[config.mk]
export PLATFORM = sky130hd
export DESIGN_NAME = ntsc_capture
export DESIGN_NICKNAME = d
export VERILOG_FILES = /design/src/rtl/video_pkg.sv /design/src/rtl/capture_addr_gen.sv /design/src/rtl/ntsc_capture.sv
export SDC_FILE = /design/constraint.sdc
export NUM_CORES = 1
export LEC_CHECK = 0
export ABC_AREA = 1
export BUFFER_PORTS_ARGS = -buffer_cell sky130_fd_sc_hd__buf_2
export CAP_MARGIN = 20
export CORE_MARGIN = 3
export CORE_UTILIZATION = 58
export DETAILED_ROUTE_END_ITERATION = 10
export GPL_TIMING_DRIVEN = 0
export PLACE_DENSITY_LB_ADDON = 0.12
export SYNTH_ARGS = -nofsm -noshare
export SYNTH_HDL_FRONTEND = slang
export SYNTH_SLANG_ARGS = --single-unit
[constraint.sdc]
create_clock -name clk -period 2.41 [get_ports clk]
set_input_delay 0.1205 -clock clk [delete_from_list [all_inputs] [get_ports clk]]
set_output_delay 0.1205 -clock clk [all_outputs]
set_load 0.02 [all_outputs]
[src/rtl/video_pkg.sv]
// Shared constants and state encoding for the NTSC field capture path.
package video_pkg;
    localparam int H_ACTIVE = 640;
    localparam int H_DECIM  = 2;
    localparam int BUF_W    = 320;
    localparam int BUF_H    = 240;
    localparam int RGB_W    = 12;
    localparam int ADDR_W   = 17;
    localparam int COL_W    = 9;
    localparam int ROW_W    = 8;
    localparam int CNT_W    = 10;

    typedef enum logic [1:0] {
        IDLE      = 2'd0,
        WAIT_LINE = 2'd1,
        CAPTURE   = 2'd2,
        DONE      = 2'd3
    } cap_state_e;
endpackage

[src/rtl/capture_addr_gen.sv]
// Buffer write address generator: running row base plus column counter.
module capture_addr_gen
    import video_pkg::*;
#(
    parameter int ROW_STRIDE = BUF_W
) (
    input  logic              clk,
    input  logic              reset,
    input  logic              clear_i,
    input  logic              inc_col_i,
    input  logic              next_row_i,
    output logic [ADDR_W-1:0] addr_o,
    output logic [COL_W-1:0]  col_o
);
    logic [ADDR_W-1:0] base_q, base_d;
    logic [COL_W-1:0]  col_q, col_d;

    // Row base advances by a constant stride, so no multiplier is needed.
    always_comb begin
        base_d = base_q;
        col_d  = col_q;
        if (clear_i) begin
            base_d = '0;
            col_d  = '0;
        end else if (next_row_i) begin
            base_d = base_q + ADDR_W'(ROW_STRIDE);
            col_d  = '0;
        end else if (inc_col_i) begin
            col_d = col_q + COL_W'(1);
        end
    end

    always_ff @(posedge clk) begin
        if (reset) begin
            base_q <= '0;
            col_q  <= '0;
        end else begin
            base_q <= base_d;
            col_q  <= col_d;
        end
    end

    assign addr_o = base_q + ADDR_W'(col_q);
    assign col_o  = col_q;
endmodule

[src/rtl/ntsc_capture.sv]
// Captures one decimated NTSC field into ntsc_buf, with a freeze handshake
// so the downstream mapper can hold a stable source frame.
module ntsc_capture #(
    parameter int H_ACTIVE      = 640,
    parameter int H_DECIM       = 2,
    parameter int BUF_W         = 320,
    parameter int BUF_H         = 240,
    parameter bit CAPTURE_FIELD = 1'b0
) (
    input  logic        clk,
    input  logic        reset,
    input  logic        pixel_valid,
    input  logic [11:0] rgb_in,
    input  logic        sol,
    input  logic        sof,
    input  logic        field,
    input  logic        capture_en,
    output logic        ntsc_in_wr,
    output logic [16:0] ntsc_in_addr,
    output logic [11:0] pixel_out,
    output logic        frame_done,
    output logic        frozen
);
    import video_pkg::cap_state_e;
    import video_pkg::IDLE;
    import video_pkg::WAIT_LINE;
    import video_pkg::CAPTURE;
    import video_pkg::DONE;
    import video_pkg::ADDR_W;
    import video_pkg::COL_W;
    import video_pkg::ROW_W;
    import video_pkg::CNT_W;

    localparam int PH_W = (H_DECIM > 1) ? $clog2(H_DECIM) : 1;

    cap_state_e        state_q;
    logic [ROW_W-1:0]  row_q;
    logic [CNT_W-1:0]  cnt_q;
    logic [PH_W-1:0]   phase_q;
    logic              wr_q, done_q, frozen_q;
    logic [16:0]       addr_q;
    logic [11:0]       pix_q;

    logic              start, accept, line_full, line_close, last_row, next_row;
    logic [ADDR_W-1:0] gen_addr;
    logic [COL_W-1:0]  gen_col;

    // Field start is only honoured outside DONE; a strobe there is ignored.
    assign start      = sof && (field == CAPTURE_FIELD) && capture_en && (state_q != DONE);
    assign accept     = (state_q == CAPTURE) && !sof && !sol && pixel_valid &&
                        (cnt_q < CNT_W'(H_ACTIVE)) && (phase_q == '0);
    assign line_full  = accept && (gen_col == COL_W'(BUF_W - 1));
    assign line_close = ((state_q == CAPTURE) && !sof && sol) || line_full;
    assign last_row   = (row_q == ROW_W'(BUF_H - 1));
    assign next_row   = line_close && !last_row;

    capture_addr_gen #(
        .ROW_STRIDE(BUF_W)
    ) u_addr (
        .clk       (clk),
        .reset     (reset),
        .clear_i   (start),
        .inc_col_i (accept),
        .next_row_i(next_row),
        .addr_o    (gen_addr),
        .col_o     (gen_col)
    );

    always_ff @(posedge clk) begin
        if (reset) begin
            state_q  <= IDLE;
            row_q    <= '0;
            cnt_q    <= '0;
            phase_q  <= '0;
            wr_q     <= 1'b0;
            addr_q   <= '0;
            pix_q    <= '0;
            done_q   <= 1'b0;
            frozen_q <= 1'b1;
        end else begin
            wr_q   <= accept;
            done_q <= 1'b0;
            if (accept) begin
                addr_q <= gen_addr;
                pix_q  <= rgb_in;
            end
            case (state_q)
                IDLE: begin
                    if (start) begin
                        state_q  <= WAIT_LINE;
                        row_q    <= '0;
                        frozen_q <= 1'b0;
                    end
                end
                WAIT_LINE, CAPTURE: begin
                    // A new sof abandons the field and is re-evaluated as a start.
                    if (sof) begin
                        row_q <= '0;
                        if (start) begin
                            state_q  <= WAIT_LINE;
                            frozen_q <= 1'b0;
                        end else begin
                            state_q  <= IDLE;
                            frozen_q <= 1'b1;
                        end
                    end else if (line_close) begin
                        cnt_q   <= '0;
                        phase_q <= '0;
                        if (last_row) begin
                            state_q  <= DONE;
                            frozen_q <= 1'b1;
                        end else begin
                            row_q   <= row_q + ROW_W'(1);
                            state_q <= sol ? CAPTURE : WAIT_LINE;
                        end
                    end else if (state_q == WAIT_LINE) begin
                        if (sol) begin
                            state_q <= CAPTURE;
                            cnt_q   <= '0;
                            phase_q <= '0;
                        end
                    end else if (pixel_valid) begin
                        if (cnt_q < CNT_W'(H_ACTIVE)) begin
                            cnt_q <= cnt_q + CNT_W'(1);
                        end
                        phase_q <= (phase_q == PH_W'(H_DECIM - 1)) ? '0 : phase_q + PH_W'(1);
                    end
                end
                DONE: begin
                    done_q  <= 1'b1;
                    state_q <= IDLE;
                end
                default: begin
                    state_q  <= IDLE;
                    frozen_q <= 1'b1;
                end
            endcase
        end
    end

    assign ntsc_in_wr   = wr_q;
    assign ntsc_in_addr = addr_q;
    assign pixel_out    = pix_q;
    assign frame_done   = done_q;
    assign frozen       = frozen_q;
endmodule

# --- Word level (Yosys, flattened, before mapping) ---
# Cells that the tools add are included.
classes:
  n_addsub: 6
  magnitude_cmp: 1
  n_eq_ne: 13
  n_mux: 31
  n_bitwise: 3
  reduce_logical: 27
op_table:
  columns: ["op", "n"]
  rows:
  - ["$mux W10", 5]
  - ["$mux W8", 4]
  - ["$add A17 B9 Y17", 1]
  - ["$add A17 B9 Y17 const B", 1]
  - ["$pmux W8 S2", 1]
  - ["$mux W2", 7]
  - ["$mux W1", 12]
  - ["$ne A3 B3 Y1 const B", 4]
  - ["$reduce_and A4 Y1", 3]
  - ["$logic_and A1 B1 Y1", 11]
  - ["$add A10 B1 Y10 const B", 1]
  - ["$lt A10 B10 Y1 const B", 1]
  - ["$add A9 B1 Y9 const B", 1]
  - ["$eq A9 B9 Y1 const B", 1]
  - ["$add A8 B1 Y8 const B", 1]
  - ["$eq A8 B8 Y1 const B", 1]
  - ["$ne A4 B4 Y1 const B", 2]
  - ["$pmux W2 S3", 1]
  - ["$reduce_bool A3 Y1", 2]
  - ["$reduce_and A5 Y1", 1]
  - ["$eq A2 B2 Y1 const B", 2]
  - ["$ne A2 B2 Y1 const B", 2]
  - ["$reduce_or A2 Y1", 2]
  - ["$logic_not A1 Y1", 3]
  - ["other kinds (9)", 11]
totals:
  register_bits: 79
  word_cells: 92

# --- Longest topological paths before layout ---
logic_depth:
  depth_word: 11
  depth_mapped: 15
  depth_no_buf: 14

# --- Cells and area by module ---
# From an unflattened synthesis, not the netlist that was laid out.
hier_totals:
  hier_cells: 567
  hier_area_um2: 3873.7
modules_own_cells:
  columns: ["module", "instances", "cells_each", "area_each_um2", "seq_area_each_um2"]
  rows:
  - ["ntsc_capture", 1, 393, 2651.3, 1061.0]
  - ["capture_addr_gen", 1, 174, 1222.4, 400.4]

# --- Worst setup path after synthesis ---
# Ideal clock, no wire load.
synth_timing:
  path_kind: "flip-flop to flip-flop"
  startpoint: "register u_addr.col_q[6] (netlist: u_addr.col_o[6])"
  endpoint: "register addr_q[14] (netlist: ntsc_in_addr[14])"
  t_arrival_ns: 1.931
  required_ns: 2.297
  slack_ns: 0.366
  stages_incl_launch_ff: 12
  period_less_slack_ns: 2.044
  path_cell_list: "dfxtp_1 -> ha_1 -> inv_1 -> fa_1 -> or2_2 -> nand2_1 -> nand2_1 -> nor2_1 -> nand2_1 -> xor2_1 -> o21ai_1 -> inv_1"
synth_between:
  elab_chain_len: 1
synth_rtl:
  columns: ["item", "line", "source"]
  rows:
  - ["start, declared", "capture_addr_gen.sv:16", "logic [COL_W-1:0] col_q, col_d;"]
  - ["start signal, assigned", "capture_addr_gen.sv:39", "col_q <= col_d;"]
  - ["$add A17 B9 Y17", "capture_addr_gen.sv:43", "assign addr_o = base_q + ADDR_W'(col_q);"]
  - ["end signal, assigned", "ntsc_capture.sv:84", "addr_q <= gen_addr;"]
  - ["end, declared", "ntsc_capture.sv:41", "logic [16:0] addr_q;"]
# Every way passes these cells.
# A chain may end at the register's enable or synchronous reset.

# --- Worst setup path after layout ---
layout_timing:
  startpoint: "register u_addr.base_q[6]"
  endpoint: "register addr_q[16] (netlist: ntsc_in_addr[16])"
layout_between:
  elab_chain_len: 1
layout_rtl:
  columns: ["item", "line", "source"]
  rows:
  - ["start, declared", "capture_addr_gen.sv:15", "logic [ADDR_W-1:0] base_q, base_d;"]
  - ["start signal, assigned", "capture_addr_gen.sv:38", "base_q <= base_d;"]
  - ["$add A17 B9 Y17", "capture_addr_gen.sv:43", null]
# Every way passes these cells.

==> flow_summary.toml <==
[status]
status = "finished, final reports clean"

[global_route]
grt_max_degree = 15
grt_first_pass_wirelength_um = 15400
antenna_found_initial = 0
grt_usage = 0.250
grt.overflow.total = 0
grt_pass1_vias = 3428

[sta]
setup_violations = 0
skew_ns = 0.0122
finalCriticalPeriod_ns = 2.20
max_slew_margin = 0.625
period_share = 0.912
fin_setup_tns_ns = 0
drv_slew = 0
rsz0062_at_grt = "no"
hold_violations = 0
worst_slew_pin_slew_ns = 0.562
fmax_ghz = 0.455

[die]
die_x_um = 88.3
fp.coreArea_sq_um = 6460
initial_core_util = 0.608
die_y_um = 88.3
die_area_sq_um = 7790
fp-row-count = 29
io_pins = 51

[synth]
ys_ff_latch = 73
synth.most_common_cell = "nand2_1"
syn_area_per_cell_sq_um = 6.90
synth_edf_count = 0
synthDominantCellAreaShare = 0.372
synth_top_area_cell = "dfxtp_1"
yosys-top-cells-count = "nand2_1 (120), nor2_1 (99), dfxtp_1 (73), inv_1 (61), a21oi_1 (39)"
syn_area_sq_um = 3930
yosysWarnings = 0
dominantRegCellSynth = "dfxtp_1"
syn_nets = 602
netlist_top_cells_area = "dfxtp_1 (37%), nand2_1 (11%), nor2_1 (9.5%)"
syn_inst = 569
synth_async_sr_flop_share = 0
ys_seq_area_frac = 0.372
post_synth_num_cell_types = 38

[routing]
first_pass_iters = 4
drtAntennaViolNets = 0
vias = 3754
via_per_inst = 5.19
wire_per_inst_um = 12.5
drc = 0
first_iter_violations = 131
drt_wl_total_um = 9050

[worst_setup_path]
worst_setup_path_start_kind = "register"
required_ns = 2.67
worstPathArrival_ns = 2.46
path_max_fanout = 6
end_kind = "register"
critical_path_class = "register to register"

[place]
dpl_cell_area_sq_um = 4270
routabilityCongestion = 0.881
hpwlAfterDp_um = 6230
placed_cells = 695
io_buffer_count = 49

[power]
irDropWorstVdd_mv = 0.628
power_density_nw_per_um2 = 537
leakage_nw = 2.09

[worst_hold_path]
hp-class = "input port to register"

[clock_network]
post_cts_buffers = 0
clk_pin_slew_ns = 0.08
clock_latency_ns = 0.36
cts_tree = "done"
cts_max_level = 3
cts_max_path_buffers = 2
clkSinkCount = 73
root_buffer = "clkbuf_8"
cts_buffers = 9

[cells_and_area]
diodes = 0
fillCellCount = 550
final_nets = 674
post-route-cell-area_sq_um = 4590
drive_gt1_frac = 0.166
synthToLayoutAreaGrowth_pct = 17.0
fin_cells = 723

[run]
drv_cap = 0
[area by class of cell]
type                            count  area (sq um)  share of cell area
Multi-Input combinational cell    408          2100               0.458
Sequential cell                    73          1460               0.319
Timing Repair Buffer               61           365              0.0796
Inverter                           69           259              0.0564
Clock buffer                        9           124              0.0270
Buffer                             19           104              0.0226
Tap cell                           77          96.3              0.0210
Clock inverter                      7          77.6              0.0169
[path summary, 6_finish.rpt]
kind,startpoint,slack (ns),to,depth (start not counted)
max,u_addr.base_q[6],0.21,ntsc_in_addr[16],12
max reg2reg,u_addr.base_q[6],0.21,ntsc_in_addr[16],12
min,reset,0.18,ntsc_in_addr[14],4
min reg2reg,frozen,0.48,frozen,2
[state kept, by name, indices dropped and copies added (netlist names)]
signal,count
cnt_q,10
frame_done,1
frozen,1
ntsc_in_addr,17
ntsc_in_wr,1
phase_q,1
pixel_out,12
row_q,8
state_q,2
u_addr.base_q,11
u_addr.col_o,9
[stage by stage]
| stage | setup slack, ns | hold WS (ns) | utilization | total power [mW] |
|---|---|---|---|---|
| CTS | 0.128 | 0.170 | 0.711 | 2.48 |
| detailed placement | 0.139 | 0.350 | 0.661 | 1.48 |
| floorplan | 0.366 | 0.255 | - | 1.41 |
| finish | 0.213 | 0.182 | 0.711 | 2.46 |
| global placement | 0.170 | 0.341 | 0.661 | 1.47 |
| global route | 0.0526 | 0.200 | 0.711 | 2.57 |
[power breakdown]
group | leakage, nW | internal [mW] | total [mW] | switching (mW)
Sequential | 0.589 | 1.22 | 1.23 | 0.00969
Clock | 0.100 | 0.487 | 0.998 | 0.511
Combinational | 1.40 | 0.0818 | 0.237 | 0.156
Total | 2.09 | 1.79 | 2.46 | 0.676
[metal layers]
layer,track usage,vias up,wire (um)
met5,0,-,0
met4,0.102,0,145
met3,0.0493,15,342
met2,0.422,65,4410
met1,0.312,1728,4150
li1,-,1946,-
[critical path, cell delays in order (launching register included)]
cell and delay (ns):
dfxtp_2 0.39, ha_1 0.18, inv_1 0.05, fa_1 0.37, or2_2 0.32, nand2_1 0.07, nand2_1 0.08, nor2_1 0.22
nand2_1 0.11, a21oi_1 0.12, o21ai_0 0.10, nand2_1 0.07, inv_1 0.03
[cell usage in the layout, fill, tap and decap left out, types with 9 or more instances in the layout]
| cell | netlist | layout |
|---|---|---|
| nand2_1 | 120 | 120 |
| nor2_1 | 99 | 99 |
| ha_1 | 13 | 13 |
| dfxtp_1 | 73 | 71 |
| nor3_1 | 10 | 10 |
| inv_1 | 61 | 61 |
| buf_2 | 6 | 55 |
| a21oi_1 | 39 | 39 |
| dlygate4sd3_1 | 0 | 12 |
| nand4_1 | 11 | 11 |
| clkbuf_8 | 0 | 9 |
| xor2_1 | 13 | 13 |
| o21ai_0 | 37 | 37 |
| nand3_1 | 26 | 26 |
[cell families (layout without fill, tap and decap cells)]
logic type               count (synthesis)  in the layout  synth area share
adder cells (fa/ha/maj)                 14             14            0.0465
flip-flops                              73             73             0.372
XOR/XNOR                                19             19            0.0424
AO/OA/AOI/OAI                           87             87             0.118
buffers and inverters                   88            165            0.0924
AND/OR/NAND/NOR                        288            288             0.329
[what timing repair did]
item,4_1_cts,5_1_grt
hold buffers,12,0
gates resized for setup,0,2
endpoints found under the setup margin,0,1
endpoints found under the hold margin,12,0
Power figures use the tool's default switching activity.
